## config.mk

```make
export PLATFORM = sky130hd
export DESIGN_NAME = uart_alu_top
export DESIGN_NICKNAME = d
export VERILOG_FILES = /design/src/rtl/uart_alu_pkg.sv /design/src/rtl/alu8.sv /design/src/rtl/uart_rx.sv /design/src/rtl/uart_tx.sv /design/src/rtl/uart_alu_top.sv
export SDC_FILE = /design/constraint.sdc
export NUM_CORES = 1
export LEC_CHECK = 0
export CORE_MARGIN = 1
export CORE_UTILIZATION = 47
export CTS_CLUSTER_DIAMETER = 120
export DETAILED_ROUTE_END_ITERATION = 6
export DONT_BUFFER_PORTS = 1
export SKIP_LAST_GASP = 1
export SLEW_MARGIN = 25
export SYNTH_ARGS = -nofsm -noshare
export SYNTH_HDL_FRONTEND = slang
export SYNTH_SLANG_ARGS = --single-unit
```

## constraint.sdc

```tcl
create_clock -name i_clk -period 3.03 [get_ports i_clk]
set_clock_uncertainty 0.05 [all_clocks]
set_input_delay 0 -clock i_clk [delete_from_list [all_inputs] [get_ports i_clk]]
set_output_delay 0 -clock i_clk [all_outputs]
set_load 0.03 [all_outputs]
```

## src/rtl/uart_alu_pkg.sv

```systemverilog
// Shared definitions for the UART-controlled ALU: opcodes, FSM state types, default timing.
package uart_alu_pkg;

  localparam int DEF_CLK_FREQ  = 50_000_000;
  localparam int DEF_BAUD_RATE = 19_200;

  localparam logic [5:0] OP_SRL = 6'h02;
  localparam logic [5:0] OP_SRA = 6'h03;
  localparam logic [5:0] OP_ADD = 6'h20;
  localparam logic [5:0] OP_SUB = 6'h22;
  localparam logic [5:0] OP_AND = 6'h24;
  localparam logic [5:0] OP_OR  = 6'h25;
  localparam logic [5:0] OP_XOR = 6'h26;
  localparam logic [5:0] OP_NOR = 6'h27;

  typedef enum logic [1:0] {WAIT_A, WAIT_B, WAIT_OP, EXEC} ctrl_state_e;
  typedef enum logic [1:0] {RX_IDLE, RX_START, RX_DATA, RX_STOP} rx_state_e;
  typedef enum logic [1:0] {TX_IDLE, TX_START, TX_DATA, TX_STOP} tx_state_e;

endpackage

```

## src/rtl/alu8.sv

```systemverilog
// Combinational 8-bit ALU; opcode is the low 6 bits of the received OP byte.
module alu8
  import uart_alu_pkg::*;
(
  input  logic [7:0] a,
  input  logic [7:0] b,
  input  logic [5:0] op,
  output logic [7:0] y
);

  logic big_shift;

  always_comb begin
    big_shift = (b > 8'd7);
    y = '0;
    case (op)
      OP_ADD:  y = a + b;
      OP_SUB:  y = a - b;
      OP_AND:  y = a & b;
      OP_OR:   y = a | b;
      OP_XOR:  y = a ^ b;
      OP_NOR:  y = ~(a | b);
      OP_SRL:  y = big_shift ? '0 : (a >> b[2:0]);
      OP_SRA:  y = big_shift ? {8{a[7]}} : $unsigned($signed(a) >>> b[2:0]);
      default: y = '0;
    endcase
  end

endmodule

```

## src/rtl/uart_rx.sv

```systemverilog
// 8N1 UART receiver with 2-flop input synchronizer, mid-bit sampling and glitch rejection.
module uart_rx
  import uart_alu_pkg::*;
#(
  parameter int CLKS_PER_BIT = 16,
  parameter int DATA_BITS    = 8
) (
  input  logic                 i_clk,
  input  logic                 i_reset,
  input  logic                 rx,
  output logic                 done,
  output logic [DATA_BITS-1:0] data
);

  localparam int CW = $clog2(CLKS_PER_BIT);
  localparam int BW = $clog2(DATA_BITS);

  rx_state_e state, state_n;
  logic [CW-1:0]        cnt;
  logic [BW-1:0]        bit_idx;
  logic [DATA_BITS-1:0] shreg;
  logic                 rx_m, rx_s, rx_p, tick;

  // The start bit is checked at its midpoint; every later sample is one full bit apart.
  assign tick = (state == RX_START) ? (cnt == CW'(CLKS_PER_BIT/2 - 1))
                                    : (cnt == CW'(CLKS_PER_BIT - 1));

  always_comb begin
    state_n = state;
    case (state)
      RX_IDLE:  if (rx_p && !rx_s) state_n = RX_START;
      RX_START: if (tick) state_n = rx_s ? RX_IDLE : RX_DATA;
      RX_DATA:  if (tick && bit_idx == BW'(DATA_BITS - 1)) state_n = RX_STOP;
      RX_STOP:  if (tick) state_n = RX_IDLE;
      default:  state_n = RX_IDLE;
    endcase
  end

  always_ff @(posedge i_clk or negedge i_reset) begin
    if (!i_reset) begin
      state   <= RX_IDLE;
      rx_m    <= 1'b1;
      rx_s    <= 1'b1;
      rx_p    <= 1'b1;
      cnt     <= '0;
      bit_idx <= '0;
      shreg   <= '0;
      done    <= 1'b0;
      data    <= '0;
    end else begin
      rx_m  <= rx;
      rx_s  <= rx_m;
      rx_p  <= rx_s;
      state <= state_n;
      cnt   <= (state == RX_IDLE || tick) ? '0 : cnt + CW'(1);
      done  <= 1'b0;
      case (state)
        RX_START: bit_idx <= '0;
        RX_DATA: if (tick) begin
          shreg   <= {rx_s, shreg[DATA_BITS-1:1]};
          bit_idx <= bit_idx + BW'(1);
        end
        RX_STOP: if (tick && rx_s) begin
          done <= 1'b1;
          data <= shreg;
        end
        default: ;
      endcase
    end
  end

endmodule

```

## src/rtl/uart_tx.sv

```systemverilog
// 8N1 UART transmitter; output bit is registered so o_tx is glitch-free and resets high.
module uart_tx
  import uart_alu_pkg::*;
#(
  parameter int CLKS_PER_BIT = 16,
  parameter int DATA_BITS    = 8
) (
  input  logic                 i_clk,
  input  logic                 i_reset,
  input  logic                 start,
  input  logic [DATA_BITS-1:0] data,
  output logic                 tx,
  output logic                 busy
);

  localparam int CW = $clog2(CLKS_PER_BIT);
  localparam int BW = $clog2(DATA_BITS);

  tx_state_e state, state_n;
  logic [CW-1:0]        cnt;
  logic [BW-1:0]        bit_idx;
  logic [DATA_BITS-1:0] shreg;
  logic                 tick, tx_n;

  assign tick = (cnt == CW'(CLKS_PER_BIT - 1));
  assign busy = (state != TX_IDLE);

  always_comb begin
    state_n = state;
    case (state)
      TX_IDLE:  if (start) state_n = TX_START;
      TX_START: if (tick) state_n = TX_DATA;
      TX_DATA:  if (tick && bit_idx == BW'(DATA_BITS - 1)) state_n = TX_STOP;
      TX_STOP:  if (tick) state_n = TX_IDLE;
      default:  state_n = TX_IDLE;
    endcase
    // Line level follows the next state; on a data-bit boundary the next bit is shreg[1].
    tx_n = 1'b1;
    case (state_n)
      TX_START: tx_n = 1'b0;
      TX_DATA:  tx_n = (state == TX_DATA && tick) ? shreg[1] : shreg[0];
      default:  tx_n = 1'b1;
    endcase
  end

  always_ff @(posedge i_clk or negedge i_reset) begin
    if (!i_reset) begin
      state   <= TX_IDLE;
      tx      <= 1'b1;
      cnt     <= '0;
      bit_idx <= '0;
      shreg   <= '0;
    end else begin
      state <= state_n;
      tx    <= tx_n;
      cnt   <= (state == TX_IDLE || tick) ? '0 : cnt + CW'(1);
      case (state)
        TX_IDLE: if (start) begin
          shreg   <= data;
          bit_idx <= '0;
        end
        TX_DATA: if (tick) begin
          shreg   <= shreg >> 1;
          bit_idx <= bit_idx + BW'(1);
        end
        default: ;
      endcase
    end
  end

endmodule

```

## src/rtl/uart_alu_top.sv

```systemverilog
// UART/ALU top: receives A, B, OP bytes, transmits A op B. Optional echo of every accepted
// byte is enabled by defining UART_ALU_ECHO_EN.
module uart_alu_top
  import uart_alu_pkg::*;
#(
  parameter int CLK_FREQ     = DEF_CLK_FREQ,
  parameter int BAUD_RATE    = DEF_BAUD_RATE,
  parameter int CLKS_PER_BIT = CLK_FREQ / BAUD_RATE,
  parameter int DATA_BITS    = 8
) (
  input  logic        i_clk,
  input  logic        i_reset,
  input  logic        i_rx,
  output logic        o_tx,
  output logic [7:0]  result,
  output logic [31:0] o_inst,
  output logic [7:0]  COMM_result
);

  ctrl_state_e state, state_n;
  logic [7:0] reg_a, reg_b, reg_op, alu_y, rx_data, tx_data;
  logic       rx_done, tx_start, tx_busy, exec_fire;

  uart_rx #(.CLKS_PER_BIT(CLKS_PER_BIT), .DATA_BITS(DATA_BITS)) u_rx (
    .i_clk(i_clk), .i_reset(i_reset), .rx(i_rx), .done(rx_done), .data(rx_data)
  );

  uart_tx #(.CLKS_PER_BIT(CLKS_PER_BIT), .DATA_BITS(DATA_BITS)) u_tx (
    .i_clk(i_clk), .i_reset(i_reset), .start(tx_start), .data(tx_data),
    .tx(o_tx), .busy(tx_busy)
  );

  alu8 u_alu (.a(reg_a), .b(reg_b), .op(reg_op[5:0]), .y(alu_y));

  assign COMM_result = rx_data;

`ifdef UART_ALU_ECHO_EN
  logic       echo_pend, echo_fire;
  logic [7:0] echo_byte;

  // A pending echo always goes out before the result, so the result is the last frame.
  assign echo_fire = echo_pend && !tx_busy;
  assign exec_fire = (state == EXEC) && !tx_busy && !echo_pend;
  assign tx_start  = echo_fire || exec_fire;
  assign tx_data   = echo_fire ? echo_byte : alu_y;

  always_ff @(posedge i_clk or negedge i_reset) begin
    if (!i_reset) begin
      echo_pend <= 1'b0;
      echo_byte <= '0;
    end else begin
      if (echo_fire) echo_pend <= 1'b0;
      if (rx_done && state != EXEC) begin
        echo_pend <= 1'b1;
        echo_byte <= rx_data;
      end
    end
  end
`else
  assign exec_fire = (state == EXEC) && !tx_busy;
  assign tx_start  = exec_fire;
  assign tx_data   = alu_y;
`endif

  always_comb begin
    state_n = state;
    case (state)
      WAIT_A:  if (rx_done) state_n = WAIT_B;
      WAIT_B:  if (rx_done) state_n = WAIT_OP;
      WAIT_OP: if (rx_done) state_n = EXEC;
      EXEC:    if (exec_fire) state_n = WAIT_A;
      default: state_n = WAIT_A;
    endcase
  end

  always_ff @(posedge i_clk or negedge i_reset) begin
    if (!i_reset) begin
      state  <= WAIT_A;
      reg_a  <= '0;
      reg_b  <= '0;
      reg_op <= '0;
      result <= '0;
      o_inst <= '0;
    end else begin
      state <= state_n;
      if (rx_done) begin
        case (state)
          WAIT_A:  reg_a  <= rx_data;
          WAIT_B:  reg_b  <= rx_data;
          WAIT_OP: reg_op <= rx_data;
          default: ;
        endcase
      end
      if (exec_fire) begin
        result <= alu_y;
        o_inst <= {8'h00, reg_op, reg_b, reg_a};
      end
    end
  end

endmodule

```

==> run_summary.xml <==
<?xml version="1.0" encoding="UTF-8"?>
<metrics>
  <group name="drt">
    <metric name="met2_wirelength" unit="mm">6.863</metric>
    <metric name="detail_route.first_pass.iterations" unit="">4</metric>
    <metric name="routed_wl" unit="mm">15.16</metric>
    <metric name="highest_layer" unit="">met4</metric>
    <metric name="drtIter0Drc" unit="">249</metric>
    <metric name="post-route-drc-count" unit="">0</metric>
    <metric name="avg_wl_per_cell" unit="µm">17.65</metric>
    <metric name="drt-met1-wl" unit="mm">7.312</metric>
    <metric name="routed-wl-met3" unit="µm">845</metric>
    <metric name="route.antenna.remaining_nets" unit="">0</metric>
    <metric name="post_drt_via_cell_ratio" unit="">5.449</metric>
    <metric name="vias" unit="">4681</metric>
  </group>
  <group name="placement">
    <metric name="post_dp_cell_area" unit="µm²">6852</metric>
    <metric name="port_buffers" unit="">0</metric>
    <metric name="gp_routability_congestion" unit="">0.9162</metric>
    <metric name="pre_cts_slack" unit="ps">-66.00</metric>
    <metric name="dp_hpwl" unit="mm">10.69</metric>
  </group>
  <group name="critical_path">
    <metric name="path_max_fanout" unit="">4</metric>
    <metric name="critical_path.startpoint_type" unit="">register</metric>
    <metric name="endpoint_kind" unit="">register</metric>
    <metric name="worst-r2r-cell-count" unit="">14</metric>
    <metric name="r2r_setup_slack" unit="ps">140</metric>
    <metric name="critical_path_required" unit="ps">3260</metric>
    <metric name="critical_path.reg2reg.startpoint" unit="">reg_op[2]$_DFFE_PN0P_</metric>
    <metric name="start_point_of_the_critical_path" unit="">reg_op[2]$_DFFE_PN0P_</metric>
    <metric name="critical_path_class" unit="">register to register</metric>
    <metric name="timing.critical_path.to" unit="">result[6]$_DFFE_PN0P_</metric>
    <metric name="crit_arrival" unit="ps">3120</metric>
    <metric name="ff_to_ff_end" unit="">result[6]$_DFFE_PN0P_</metric>
  </group>
  <group name="global_route">
    <metric name="number_of_antenna_violations_at_the_first_check_in_global_routing" unit="">0</metric>
    <metric name="grt_pass1_vias" unit="">4658</metric>
    <metric name="global_route.usage.total" unit="%">22.38</metric>
    <metric name="grt_max_degree" unit="">122</metric>
    <metric name="grt_remaining_overflow" unit="">0</metric>
    <metric name="wire_length_of_the_first_global_routing_pass" unit="mm">24.84</metric>
  </group>
  <group name="final_layout">
    <metric name="stdcell_area" unit="µm²">7605</metric>
    <metric name="antennaDiodeCount" unit="">0</metric>
    <metric name="fin_nets" unit="">709</metric>
    <metric name="post_route_cells_drive_above_1_share" unit="%">21.08</metric>
    <metric name="area_delta_synth_final" unit="%">15.22</metric>
  </group>
  <group name="synthesis">
    <metric name="synth_seq_cells" unit="">121</metric>
    <metric name="synthesis.area_per_instance" unit="µm²">10.25</metric>
    <metric name="post_synth_inst_count" unit="">644</metric>
    <metric name="synth_warnings" unit="">0</metric>
    <metric name="syn_area" unit="µm²">6600</metric>
    <metric name="yosysTopAreaCell" unit="">sky130_fd_sc_hd__dfrtp_1</metric>
    <metric name="sequential_share_of_the_synthesized_area" unit="%">45.95</metric>
    <metric name="largest_cells_by_area_after_synthesis" unit="">sky130_fd_sc_hd__dfrtp_1, sky130_fd_sc_hd__mux2_2, sky130_fd_sc_hd__ha_1</metric>
    <metric name="synth.top_cell.area_share" unit="%">44.36</metric>
    <metric name="synth_cell_type_count" unit="">69</metric>
    <metric name="synth_edf_count" unit="">0</metric>
    <metric name="ys_dominant_reg_cell" unit="">sky130_fd_sc_hd__dfrtp_1</metric>
    <metric name="async_set_reset_flop_share_out_of_synthesis" unit="%">100.0</metric>
  </group>
  <group name="die">
    <metric name="floorplan.die.width" unit="µm">120.5</metric>
    <metric name="initial_core_util" unit="%">49.06</metric>
    <metric name="num_rows" unit="">42</metric>
    <metric name="dieHeight" unit="µm">120.5</metric>
    <metric name="core_area" unit="µm²">13450</metric>
    <metric name="top_level_ports" unit="">52</metric>
    <metric name="die_area" unit="µm²">14520</metric>
  </group>
  <group name="power_and_ir_drop">
    <metric name="peak_supply_drop" unit="mV">0.3670</metric>
    <metric name="cellPowerDensity" unit="nW/µm²">506.4</metric>
    <metric name="p_leak" unit="nW">3.551</metric>
  </group>
  <group name="sta">
    <metric name="timing.final.max_slew_violations" unit="">0</metric>
    <metric name="finalSetupTns" unit="ps">0</metric>
    <metric name="slew_headroom" unit="%">47.43</metric>
    <metric name="final_report_hold_violation_count" unit="">0</metric>
    <metric name="final_period_minus_worst_setup_slack" unit="ps">2885</metric>
    <metric name="timing.final.crit_share" unit="%">95.22</metric>
    <metric name="worstMarginPinSlew" unit="ps">781.3</metric>
    <metric name="timing.final.setup_violations" unit="">0</metric>
    <metric name="fmax" unit="GHz">0.3466</metric>
    <metric name="minimum_setup_slack_in_the_final_design" unit="ps">144.9</metric>
  </group>
  <group name="clock_network">
    <metric name="clock_tree.htree_level_count" unit="">4</metric>
    <metric name="clock-root-buffer" unit="">sky130_fd_sc_hd__clkbuf_16</metric>
    <metric name="max-clock-path-buffers" unit="">2</metric>
    <metric name="cts_inserted_buffers" unit="">17</metric>
    <metric name="source_to_sink_clock_delay_at_the_later_pin_of_the_worst_skew_pair" unit="ps">420</metric>
    <metric name="cts_tree" unit="">yes</metric>
    <metric name="clock-sinks" unit="">121</metric>
    <metric name="clk_pin_slew" unit="ps">50</metric>
  </group>
  <group name="run">
    <metric name="cap_viol_max_count" unit="">0</metric>
  </group>
  <group name="hold_path">
    <metric name="hold_path.class" unit="">input pin to register</metric>
  </group>
  <group name="run_status">
    <metric name="status" unit="">finished, final reports clean</metric>
  </group>
</metrics>
-- worst min-delay path by stage --
| stage | startpoint | endpoint | slack [ps] | cells after the start |
|---|---|---|---|---|
| 2_1_floorplan | i_reset | asynchronous set/reset pin | -350 | 0 |
| 3_3_place_gp | i_reset | o_inst[4]$_DFFE_PN0P_ | -340 | 0 |
| 3_5_place_dp | i_reset | result[4]$_DFFE_PN0P_ | -340 | 0 |
| 4_1_cts | i_rx | u_rx.rx_m$_DFF_PN1_ | 60 | 1 |
| 5_1_grt | i_rx | u_rx.rx_m$_DFF_PN1_ | 70 | 1 |
| 6_report | i_rx | u_rx.rx_m$_DFF_PN1_ | 80 | 1 |
-- Yosys cell counts (5+ instances only) --
library cell	n
sky130_fd_sc_hd__dfrtp_1	117
sky130_fd_sc_hd__buf_4	8
sky130_fd_sc_hd__nor4_1	5
sky130_fd_sc_hd__nor2b_1	7
sky130_fd_sc_hd__inv_1	29
sky130_fd_sc_hd__nor3_1	7
sky130_fd_sc_hd__mux2_2	40
sky130_fd_sc_hd__a211oi_1	7
sky130_fd_sc_hd__a21oi_1	22
sky130_fd_sc_hd__and3_1	9
sky130_fd_sc_hd__clkbuf_1	14
sky130_fd_sc_hd__nand3_1	8
sky130_fd_sc_hd__mux2_4	7
sky130_fd_sc_hd__o22ai_1	6
sky130_fd_sc_hd__mux2i_1	15
sky130_fd_sc_hd__o21ai_0	43
sky130_fd_sc_hd__nor2_1	52
sky130_fd_sc_hd__xor2_1	17
sky130_fd_sc_hd__xnor2_1	22
sky130_fd_sc_hd__ha_1	35
sky130_fd_sc_hd__nand2_1	90
-- timing repair --
action,CTS,global route
pin swaps,1,7
hold endpoints to repair,122,0
buffers inserted,0,2
endpoints found under the setup margin,5,4
gates resized for setup,3,13
hold buffers,3,0
cloned,0,0
-- worst max-delay path: stages (launching register included) --
cell and delay [ps]:
sky130_fd_sc_hd__dfrtp_1 390, sky130_fd_sc_hd__nor4b_2 270, sky130_fd_sc_hd__buf_4 170, sky130_fd_sc_hd__and2_4 160, sky130_fd_sc_hd__buf_4 120, sky130_fd_sc_hd__a21oi_1 50
sky130_fd_sc_hd__xnor2_1 150, sky130_fd_sc_hd__ha_1 310, sky130_fd_sc_hd__o21a_1 120, sky130_fd_sc_hd__o31a_1 180, sky130_fd_sc_hd__o22ai_2 80, sky130_fd_sc_hd__xnor2_1 140
sky130_fd_sc_hd__a2111oi_2 350, sky130_fd_sc_hd__buf_4 180, sky130_fd_sc_hd__o21ai_2 50
-- stage by stage --
step	instances	hold WS, ps	total power [mW]	util [%]
after floorplan	651	-345.6	1.695	-
after global placement	822	-342.4	1.692	50.93
after detailed placement	822	-342.6	1.693	50.93
after CTS	857	58.98	3.893	56.03
after global routing	859	67.18	3.963	56.53
final	859	75.96	3.851	56.53
-- cell families (layout without fill, tap and decap cells) --
family,after synthesis,after routing,synth area share (%)
compound gates,104,104,9.441
xor+xnor,39,39,5.175
fa+ha+maj,36,36,6.938
buf+inv,61,93,4.644
flops,121,121,45.95
mux,64,64,11.37
other cells,1,8,0.05682
simple gates,218,218,16.42
-- metal layers --
metal,up-vias,GRT usage [%]
met5,-,0
met4,0,7.176
met3,14,5.896
met2,107,33.33
met1,2285,31.69
li1,2275,-
-- state kept, by name (all words and copies together), names as in the netlist, 2 cells and up, named ones only --
name,cells
u_tx.cnt,12
u_rx.bit_idx,3
u_rx.cnt,12
o_inst,24
u_rx.data,8
reg_a,8
u_tx.bit_idx,3
u_tx.state,2
reg_b,8
result,8
u_tx.shreg,8
state,2
u_rx.shreg,8
reg_op,8
-- cells in the final DEF, fill, tap and decap left out, types with 5 or more instances in the layout --
cell and n:
sky130_fd_sc_hd__o21ai_0 41, sky130_fd_sc_hd__nor2b_1 6, sky130_fd_sc_hd__nand2_1 90, sky130_fd_sc_hd__conb_1 8, sky130_fd_sc_hd__nor2_1 51, sky130_fd_sc_hd__xnor2_1 21
sky130_fd_sc_hd__buf_4 29, sky130_fd_sc_hd__a211oi_1 7, sky130_fd_sc_hd__nor3_1 6, sky130_fd_sc_hd__mux2_2 40, sky130_fd_sc_hd__nor4_1 5, sky130_fd_sc_hd__xor2_1 17
sky130_fd_sc_hd__mux2i_1 15, sky130_fd_sc_hd__mux2_4 7, sky130_fd_sc_hd__inv_1 29, sky130_fd_sc_hd__a21oi_1 21, sky130_fd_sc_hd__clkbuf_16 17, sky130_fd_sc_hd__o22ai_1 5
sky130_fd_sc_hd__nand3_1 8, sky130_fd_sc_hd__and3_1 9, sky130_fd_sc_hd__ha_1 35, sky130_fd_sc_hd__dfrtp_1 117
-- power by group --
part	total [mW]	switching, mW	internal, mW	leakage [nW]
sequential	1.63	0.00755	1.62	1.68
combinational	0.0691	0.0553	0.0138	1.57
clock	2.15	0.750	1.40	0.303
total	3.85	0.812	3.04	3.55
-- final cells by class --
type | count | area, µm²
fillers | 1200 | 5848
multi-input cells | 469 | 3346
flip-flops and latches | 121 | 3033
clock buffers | 18 | 439.2
repair buffers | 32 | 265.3
well taps | 176 | 220.2
clock inverters | 14 | 192.7
inverters | 29 | 108.9
(Power assumes the default switching activity.)
